File: src/rtl/fetcher_pkg.sv
// Shared definitions for the instruction fetch stage: opcodes, FSM states, helpers.
package fetcher_pkg;

  localparam logic [6:0] OPC_JAL    = 7'b1101111;
  localparam logic [6:0] OPC_BRANCH = 7'b1100011;
  localparam logic [6:0] OPC_JALR   = 7'b1100111;

  typedef enum logic [1:0] {
    IDLE,
    ADDR,
    DATA
  } fetch_state_t;

  function automatic logic [31:0] word_align(input logic [31:0] a);
    return {a[31:2], 2'b00};
  endfunction

endpackage

File: src/rtl/fetcher_if.sv
// AXI-style read channel (AR/R) between the fetch stage and instruction memory.
interface fetcher_if;
  logic        mem_arvalid;
  logic [31:0] mem_araddr;
  logic        mem_arready;
  logic        mem_rvalid;
  logic [31:0] mem_rdata;
  logic        mem_rready;

  modport master (
    output mem_arvalid, mem_araddr, mem_rready,
    input  mem_arready, mem_rvalid, mem_rdata
  );

  modport slave (
    input  mem_arvalid, mem_araddr, mem_rready,
    output mem_arready, mem_rvalid, mem_rdata
  );
endinterface

File: src/rtl/fetcher_static_predictor.sv
// Static next-PC predictor: JAL and backward branches taken, everything else sequential.
module static_predictor
  import fetcher_pkg::*;
(
  input  logic [31:0] pc,
  input  logic [31:0] instr,
  output logic        pred,
  output logic [31:0] npc
);

  logic [31:0] j_imm;
  logic [31:0] b_imm;

  always_comb begin
    j_imm = {{11{instr[31]}}, instr[31], instr[19:12], instr[20], instr[30:21], 1'b0};
    b_imm = {{19{instr[31]}}, instr[31], instr[7], instr[30:25], instr[11:8], 1'b0};
    pred  = 1'b0;
    npc   = pc + 32'd4;
    case (instr[6:0])
      OPC_JAL: begin
        pred = 1'b1;
        npc  = pc + j_imm;
      end
      OPC_BRANCH: begin
        if (instr[31]) begin
          pred = 1'b1;
          npc  = pc + b_imm;
        end
      end
      OPC_JALR: begin
        pred = 1'b0;
      end
      default: begin
      end
    endcase
  end

endmodule

File: src/rtl/fetcher.sv
// Instruction fetch stage: owns the fetch PC, issues word reads, and presents
// {pc, instr_raw, is_jump_predicted} to decode.
module fetcher
  import fetcher_pkg::*;
#(
  parameter logic [31:0] RESET_PC = 32'h0000_0000
) (
  input  logic        clk,
  input  logic        rstn,
  input  logic        enabled,
  input  logic        redirect,
  input  logic [31:0] redirect_pc,
  output logic        completed,
  output logic [31:0] pc,
  output logic [31:0] instr_raw,
  output logic        is_jump_predicted,
  fetcher_if.master   mem
);

  fetch_state_t state_q, state_d;
  logic [31:0]  fetch_pc_q, fetch_pc_d;
  logic [31:0]  araddr_q, araddr_d;
  logic         arvalid_q, arvalid_d;
  logic         rready_q, rready_d;
  logic         done_q, done_d;
  logic         discard_q, discard_d;
  logic [31:0]  pc_q, pc_d;
  logic [31:0]  instr_q, instr_d;
  logic         pred_q, pred_d;
  logic [31:0]  redir_pc;
  logic         sp_pred;
  logic [31:0]  sp_npc;

  static_predictor u_pred (
    .pc    (araddr_q),
    .instr (mem.mem_rdata),
    .pred  (sp_pred),
    .npc   (sp_npc)
  );

  always_ff @(posedge clk) begin
    if (!rstn) begin
      state_q    <= IDLE;
      fetch_pc_q <= word_align(RESET_PC);
      araddr_q   <= word_align(RESET_PC);
      arvalid_q  <= 1'b0;
      rready_q   <= 1'b0;
      done_q     <= 1'b0;
      discard_q  <= 1'b0;
      pc_q       <= '0;
      instr_q    <= '0;
      pred_q     <= 1'b0;
    end else begin
      state_q    <= state_d;
      fetch_pc_q <= fetch_pc_d;
      araddr_q   <= araddr_d;
      arvalid_q  <= arvalid_d;
      rready_q   <= rready_d;
      done_q     <= done_d;
      discard_q  <= discard_d;
      pc_q       <= pc_d;
      instr_q    <= instr_d;
      pred_q     <= pred_d;
    end
  end

  always_comb begin
    state_d    = state_q;
    fetch_pc_d = fetch_pc_q;
    araddr_d   = araddr_q;
    arvalid_d  = arvalid_q;
    rready_d   = rready_q;
    done_d     = done_q;
    discard_d  = discard_q;
    pc_d       = pc_q;
    instr_d    = instr_q;
    pred_d     = pred_q;
    redir_pc   = word_align(redirect_pc);
    case (state_q)
      IDLE: begin
        if (enabled) begin
          state_d    = ADDR;
          arvalid_d  = 1'b1;
          done_d     = 1'b0;
          araddr_d   = redirect ? redir_pc : fetch_pc_q;
          fetch_pc_d = araddr_d;
        end else if (redirect) begin
          fetch_pc_d = redir_pc;
          done_d     = 1'b0;
        end
      end
      ADDR: begin
        if (redirect) begin
          discard_d  = 1'b1;
          fetch_pc_d = redir_pc;
        end
        if (mem.mem_arready) begin
          arvalid_d = 1'b0;
          rready_d  = 1'b1;
          state_d   = DATA;
        end
      end
      DATA: begin
        if (mem.mem_rvalid && rready_q) begin
          rready_d = 1'b0;
          // A redirect coinciding with the response is treated as mid-flight:
          // drop the data and replay straight away at the corrected PC.
          if (discard_q || redirect) begin
            discard_d  = 1'b0;
            state_d    = ADDR;
            arvalid_d  = 1'b1;
            araddr_d   = redirect ? redir_pc : fetch_pc_q;
            fetch_pc_d = araddr_d;
          end else begin
            state_d    = IDLE;
            pc_d       = araddr_q;
            instr_d    = mem.mem_rdata;
            pred_d     = sp_pred;
            fetch_pc_d = sp_npc;
            done_d     = 1'b1;
          end
        end else if (redirect) begin
          discard_d  = 1'b1;
          fetch_pc_d = redir_pc;
        end
      end
      default: state_d = IDLE;
    endcase
  end

  assign mem.mem_arvalid  = arvalid_q;
  assign mem.mem_araddr   = araddr_q;
  assign mem.mem_rready   = rready_q;
  assign completed        = done_q & ~enabled;
  assign pc               = pc_q;
  assign instr_raw        = instr_q;
  assign is_jump_predicted = pred_q;

endmodule

File: src/flat_wrapper.sv
// flat-port wrapper written by rule: the top's interface ports become plain ports
module fetcher_flat import fetcher_pkg::*;
#(
  parameter logic [31:0] RESET_PC = 32'h0000_0000
)
  (clk, rstn, enabled, redirect, redirect_pc, completed, pc, instr_raw, is_jump_predicted, mem_mem_arvalid, mem_mem_araddr, mem_mem_rready, mem_mem_arready, mem_mem_rvalid, mem_mem_rdata);
  fetcher_if mem_i ();
  input  logic clk;
  input  logic rstn;
  input  logic enabled;
  input  logic redirect;
  input  logic [31:0] redirect_pc;
  output logic completed;
  output logic [31:0] pc;
  output logic [31:0] instr_raw;
  output logic is_jump_predicted;
  output wire logic [$bits(mem_i.mem_arvalid)-1:0] mem_mem_arvalid;
  output wire logic [$bits(mem_i.mem_araddr)-1:0] mem_mem_araddr;
  output wire logic [$bits(mem_i.mem_rready)-1:0] mem_mem_rready;
  input wire logic [$bits(mem_i.mem_arready)-1:0] mem_mem_arready;
  input wire logic [$bits(mem_i.mem_rvalid)-1:0] mem_mem_rvalid;
  input wire logic [$bits(mem_i.mem_rdata)-1:0] mem_mem_rdata;
  assign mem_mem_arvalid = mem_i.mem_arvalid;
  assign mem_mem_araddr = mem_i.mem_araddr;
  assign mem_mem_rready = mem_i.mem_rready;
  assign mem_i.mem_arready = mem_mem_arready;
  assign mem_i.mem_rvalid = mem_mem_rvalid;
  assign mem_i.mem_rdata = mem_mem_rdata;
  fetcher #(.RESET_PC(RESET_PC)) u_core (.clk(clk), .rstn(rstn), .enabled(enabled), .redirect(redirect), .redirect_pc(redirect_pc), .completed(completed), .pc(pc), .instr_raw(instr_raw), .is_jump_predicted(is_jump_predicted), .mem(mem_i));
endmodule
File: config.mk
export PLATFORM = sky130hd
export DESIGN_NAME = fetcher_flat
export DESIGN_NICKNAME = d
export VERILOG_FILES = /design/src/rtl/fetcher_pkg.sv /design/src/rtl/fetcher_if.sv /design/src/rtl/fetcher_static_predictor.sv /design/src/rtl/fetcher.sv /design/src/flat_wrapper.sv
export SDC_FILE = /design/constraint.sdc
export NUM_CORES = 1
export LEC_CHECK = 0
export BUFFER_PORTS_ARGS = -buffer_cell sky130_fd_sc_hd__buf_2
export CAP_MARGIN = 20
export CORE_ASPECT_RATIO = 1.1
export CORE_MARGIN = 2
export CORE_UTILIZATION = 58
export DETAILED_ROUTE_END_ITERATION = 7
export GPL_ROUTABILITY_DRIVEN = 0
export GPL_TIMING_DRIVEN = 0
export HOLD_SLACK_MARGIN = 0.05
export PLACE_DENSITY = 0.91
export SYNTH_ARGS = -nofsm -noshare
export SYNTH_HDL_FRONTEND = slang
export SYNTH_HIERARCHICAL = 1
export SYNTH_SLANG_ARGS = --single-unit
File: constraint.sdc
create_clock -name clk -period 3.55 [get_ports clk]
set_clock_uncertainty 0.05 [all_clocks]
set_input_delay 0.5325 -clock clk [delete_from_list [all_inputs] [get_ports clk]]
set_output_delay 0.5325 -clock clk [all_outputs]
set_load 0.02 [all_outputs]
* After elaboration in Yosys (flattened, before gate mapping)
Index checks and enable logic that the tools add are counted.
** Word-level totals
- Register bits after elaboration :: 135
- Bits of input ports :: 70
** Cells by class
- $add $sub $neg :: 3
- Equal/unequal tests :: 11
- Mux-type cells :: 34
- Bitwise logic cells :: 3
- Reduce and logical (&&, ||, !) cells :: 15
** Operators by type and width (number)
- $mux 32 :: 7
- $pmux 32 s2 :: 3
- $add 32x32->32 :: 2
- $add 32x3->32 const B :: 1
- $mux 1 :: 15
- $eq 7x7->1 const B :: 2
- $reduce_and 3->1 :: 3
- $pmux 1 s2 :: 4
- $reduce_and 4->1 :: 2
- $mux 2 :: 3
- $ne 2x2->1 const B :: 3
- $ne 3x3->1 const B :: 2
- $pmux 2 s3 :: 1
- $reduce_bool 2->1 :: 3
- $reduce_and 5->1 :: 1
- $ne 2x1->1 const B :: 2
- $pmux 1 s3 :: 1
- $reduce_bool 3->1 :: 1
- $eq 2x1->1 const B :: 1
- $eq 2x2->1 const B :: 1
- $logic_not 2->1 :: 1
- $not 1->1 :: 2
- $reduce_and 2->1 :: 1
- $reduce_or 2->1 :: 1
- 3 further kinds :: 3

* Logic depth before layout (Yosys ltp)
- Word-level depth :: 6
- Gate-level depth with buffers :: 12

* Modules after synthesis
Netlist, hierarchy kept.
** Modules (own cells, without submodules)
- fetcher :: times used 1, cells an instance 690, area an instance 5866.9 um2, sequential area each 2702.6 um2
- static_predictor :: times used 1, cells an instance 602, area an instance 4125.2 um2, sequential area each 0.0 um2

* Worst setup path before layout
Ideal clock, no wire load.
- Path kind :: input to register
- Start point :: in mem_mem_rdata[21]
- End point :: reg u_core.fetch_pc_q[25]
- Library setup time :: 0.127 ns
- Arrival :: 2.835 ns
- Slack :: 0.539 ns
- Cell stages on the path :: 12
- Cells stage by stage :: ha_1 fa_1 a211oi_2 o21ai_1 a2111oi_4 nor4_1 nand2b_4 mux2_1 a21oi_1 nand3_1 nand4_1 o211ai_1
** Between the ends
- Word-level cells in the longest chain between the ends :: 5
** Ends and longest elaborated chain
- from (decl) :: RTL line flat_wrapper.sv:22 : input wire logic [$bits(mem_i.mem_rdata)-1:0] mem_mem_rdata;
- $add 32x32->32 :: RTL line fetcher_static_predictor.sv:22 : npc = pc + j_imm;
- $pmux 32 s2 :: RTL line fetcher_static_predictor.sv:19 : case (instr[6:0])
- net u_core.sp_npc[25] :: RTL line fetcher.sv:32 : logic [31:0] sp_npc;
- $mux 32 :: RTL line fetcher.sv:108 : if (discard_q || redirect) begin
- $mux 32 :: RTL line fetcher.sv:104 : if (mem.mem_rvalid && rready_q) begin
- $pmux 32 s2 :: RTL line fetcher.sv:79 : case (state_q)
- to (signal assigned) :: RTL line fetcher.sv:44 : fetch_pc_q <= word_align(RESET_PC);
- to (signal assigned) :: RTL line fetcher.sv:55 : fetch_pc_q <= fetch_pc_d;
- to (decl) :: RTL line fetcher.sv:21 : logic [31:0] fetch_pc_q, fetch_pc_d;
The timed path passes the listed nets, and every way through them passes these cells.
A chain may end at the register's enable or synchronous reset.

* Worst setup path after layout
- Start point :: reg u_core.araddr_q[1] (netlist: u_core/mem.mem_araddr[1])
- End point :: reg u_core.fetch_pc_q[27]
** Between the ends
- Word-level cells in the longest chain between the ends :: 6
- Elaborated cells between the ends (all ways) :: 8
** Ends and longest elaborated chain
- from (decl) :: RTL line fetcher.sv:22 : logic [31:0] araddr_q, araddr_d;
- from (signal assigned) :: RTL line fetcher.sv:45 : araddr_q <= word_align(RESET_PC);
- from (signal assigned) :: RTL line fetcher.sv:56 : araddr_q <= araddr_d;
- $add 32x3->32 / $add 32x32->32 (equally long branches) :: RTL line fetcher_static_predictor.sv:18, fetcher_static_predictor.sv:27
- $mux 32 :: RTL line fetcher_static_predictor.sv:25 : if (instr[31]) begin
- $pmux 32 s2 (*) :: RTL line fetcher_static_predictor.sv:19
- net u_core.sp_npc[27] :: RTL line fetcher.sv:32
- $mux 32 (*) :: RTL line fetcher.sv:108
- $mux 32 (*) :: RTL line fetcher.sv:104
- $pmux 32 s2 (*) :: RTL line fetcher.sv:79
Mark *: on every way through the listed nets, which the timed path passes. The rest lies on a longest branch.

==> impl_results.md <==
- Number of cells in the design after placement: approximately 1,700
- X dimension of the die: roughly 130 um
- Reg-to-reg endpoint: u_core/fetch_pc_q[27]
- Worst slew margin: 49.02%
- Area share of xor/xnor cells in the synthesized design: around 4.4%
- Status: finished, violations left
- Max Root-Sink Buffers: 2
- Data arrival time of the critical path: approximately 3.8 ns
- Worst min-delay path class: input pin to register
- Port Buffer Count: 166
- Share of synthesized area occupied by flip-flops and latches: 27.05%
- Area share of the largest cell type after synthesis: 27.05%
- Detail Route Antenna Nets: 0
- R2R depth: 12
- Total vias in the final route: around 12,000
- Die Span Y: approximately 140 um
- Cell depth of the worst hold path: 3
- Area after detailed placement: between 10,000 and 15,000 um2
- Non-filler instance count after layout: approximately 1,700
- Fraction of the mapped netlist area in compound gates: between 20% and 30%
- Fraction of power consumed by sequential logic: 36.2%
- Clock transition at path regs: 0.06 ns
- Most common cell after layout, fill and taps aside: buf_2
- GRT Overall Usage: 38.07%
- Pleak: slightly below 5 nW
- Later-pin clock latency in the skew report: around 0.44 ns
- Maximum fanout count along the critical path: 6
- Mapped Area: 9992 um2
- Area share of fa/ha/maj cells after synthesis: under 10%
- Post-layout net count: around 1,600
- Final hold slack: between 0.3 and 0.4 ns
- Combinational group share of total power: around 26%
- Floorplan core area: around 17,000 um2
- DRC marker count from the first detailed-route iteration: 1,790
- Fraction of final layout cells sized beyond drive strength 1: a little over a fifth
- Initial standard-cell utilization of the core: about three fifths
- Setup slack, reg-to-reg: 0.06 ns
- Number of different library cells in the post-synthesis netlist: 89
- Final setup fails: 0
- Ordered list of cells on the worst path: ha_1 -> fa_1 -> a211oi_4 -> o21ai_1 -> a221oi_2 -> nor2b_1 -> a41o_1 -> o311a_1 -> a221oi_2 -> o31ai_1 -> nand4_1 -> o211ai_1
- Post-cts hold buffer count: 0
- CTS tree: built
- Detailed-routing iteration count for the pre-antenna-repair pass: 8
- Antenna cells: 0
- Violations in the final reports: design-rule violations
- Max Cap Violations: 0
- Initial antenna violation count: 0
- Setup Buffers After CTS: 0
- Number of cells produced by synthesis: approximately 1,300
- Clock power frac: 38.1%
- Global route overflow: 0
- Layout overhead on the synthesized area: 17.24%
- Transition time at the pin with the least slew margin: about 0.76 ns
- CP required: ~3.8 ns
- Total nets after synthesis: around 1,400
- Avg Cell Area, Syn: between 7 and 8 um2
- Hold path startpoint: mem_mem_rdata[20]
- Worst path slowest cell: fa_1
- Mux contribution to synthesized area: 7.701%
- Pint: slightly above 3 mW
- Final Slew Violations: 0
- Vias per cell: 6.780
- Clock sink total: approximately 140
- Clk Tree Root Cell: clkbuf_16
- Type of element launching the critical path: register
- Final core utilization: a little under 70%
- Number of placement rows: 50
- Worst flop-to-flop path startpoint: u_core/mem.mem_araddr[1]
- Delay of the slowest cell on the worst path: roughly 0.47 ns
- Final worst path period share: around 100%
- Setup TNS Final: 0 ns
- Cells taking the most area after synthesis: dfxtp_1, nand2_1, a21oi_1
- Kind of critical path: register to register
- Period minus WS final: roughly 3.5 ns
- Largest net degree at the start of global routing: 22
- Number of DRC violations after detailed routing: 20
- Top flip-flop cell by instance count after synthesis: dfxtp_1
- Switching fraction of total power: around 34%
- Synth Register Bits: about 140
- Num ports: between 150 and 200
- Post-synth EDFFs: 0
- Sequential cell area: roughly 2700 um2
- Area of the multi-input gates: slightly below 7000 um2
- Post-synthesis simple-gate area fraction: a little over a fifth
- Largest area contributor in the synthesized netlist: dfxtp_1
- Mean routed wirelength per cell: ~21 um
- Top library cells by usage in the layout, fill and taps aside: buf_2, nand2_1, dfxtp_1
- Async set-reset flop share out of synthesis: 0%
- Largest family of logic cells by synthesized area: compound AO/OA/AOI/OAI gates
- Number of H-tree levels: 4
- Post-route cell area: about 12,000 um2
- Hold Path End: u_core/instr_raw[20]
- Maximum frequency from static timing analysis: 0.2863 GHz
- Die area: 18,290 um2
- Post-CTS Resized: 0
- Half-perimeter wire length after detailed placement: ~25 mm
- Vias in the first global route: around 11,000
- Capturing element type of the critical path: register
- Power dissipated by switching net loads: about 1.6 mW
- Power per standard cell area: between 300 and 400 nW/um2
- Global-route wire length before repair: roughly 55 mm
- Filler cell count in the final layout: 1,319
- Cell seen most often among critical-path stages: a221oi_2
- Worst IR drop on VDD: 336.4 uV
- Final wirelength: about 36 mm
- Number of hold violations in the final report: 0
- Number of buffers created by CTS: 17
- Synthesis warning total: 6
-- power by group through the flow --
stage / clock [mW] / combinational, mW / sequential, mW
finish: 1.76 / 1.19 / 1.67
global route: 1.83 / 1.25 / 1.68
CTS: 1.77 / 1.12 / 1.67
detailed placement: 0 / 1.11 / 1.70
global placement: 0 / 1.08 / 1.70
floorplan: 0 / 0.777 / 1.70
-- worst max-delay path, delay by kind of cell, from the launching register on --
| family | cells | cell delay (ns) |
|---|---|---|
| compound gates | 8 | 1.90 |
| fa+ha+maj | 2 | 0.76 |
| flops | 1 | 0.40 |
| simple gates | 2 | 0.27 |
-- worst max-delay path by stage --
stage | startpoint | endpoint | slack (ns) | depth (start not counted)
floorplan | mem_mem_rdata[21] | u_core/fetch_pc_q[25] | 0.54 | 12
global placement | mem_mem_rdata[8] | u_core/fetch_pc_q[27] | -0.008 | 13
detailed placement | mem_mem_rdata[8] | u_core/fetch_pc_q[27] | -0.05 | 13
CTS | u_core/mem.mem_araddr[1] | u_core/fetch_pc_q[27] | 0.15 | 12
global route | u_core/mem.mem_araddr[1] | u_core/fetch_pc_q[23] | -0.002 | 12
finish | u_core/mem.mem_araddr[1] | u_core/fetch_pc_q[27] | 0.06 | 12
-- per-layer routing --
metal	wire length [um]	global-route usage, %	vias up
li1	-	-	5163
met1	12810	45.74	5328
met2	16320	59.81	958
met3	4349	9.879	240
met4	2630	25.06	0
met5	0	0	-
-- cell usage after synthesis (all sizes together), types with 8 or more instances --
master	count
a211oi	12
ha	44
nand4	44
mux2i	39
a21oi	121
and4	10
nand2	188
buf	54
nand3	86
nor3	18
xor2	21
a221oi	8
o22ai	12
and2	8
o21a	8
inv	19
dfxtp	135
and3	9
clkbuf	52
a22oi	15
a31oi	8
a21o	15
o21ai	126
mux2	33
o211ai	40
xnor2	29
nor2	42
-- sequential cells by signal, summed over array words and instances, names as in the netlist, 2 cells and up --
| register | count |
|---|---|
| u_core/mem.mem_araddr | 32 |
| u_core/state_q | 2 |
| u_core/fetch_pc_q | 32 |
| u_core/instr_raw | 32 |
| u_core/pc | 32 |
-- stage by stage --
| step | total power [mW] | setup slack, ns |
|---|---|---|
| 5_1_grt | 4.764 | -0.002401 |
| 4_1_cts | 4.564 | 0.1486 |
| 3_5_place_dp | 2.809 | -0.04993 |
| 3_3_place_gp | 2.782 | -0.008453 |
| 6_report | 4.623 | 0.05679 |
| 2_1_floorplan | 2.482 | 0.5385 |
-- final cells by class --
cell class | instances | share of cell area [%]
sequential | 135 | 23.07
buffer | 106 | 4.411
timing repair buffer | 166 | 7.092
clock inverter | 12 | 1.089
tap | 234 | 2.499
inverter | 19 | 0.6088
clock buffer | 20 | 3.813
multi-input combinational | 1032 | 57.42
-- logic make-up after synthesis --
logic type               after synthesis
XOR/XNOR                              50
flip-flops                           135
buffers and inverters                125
AO/OA/AOI/OAI                        420
AND/OR/NAND/NOR                      444
adder cells (fa/ha/maj)               46
multiplexers                          72
(Power assumes the default switching activity.)
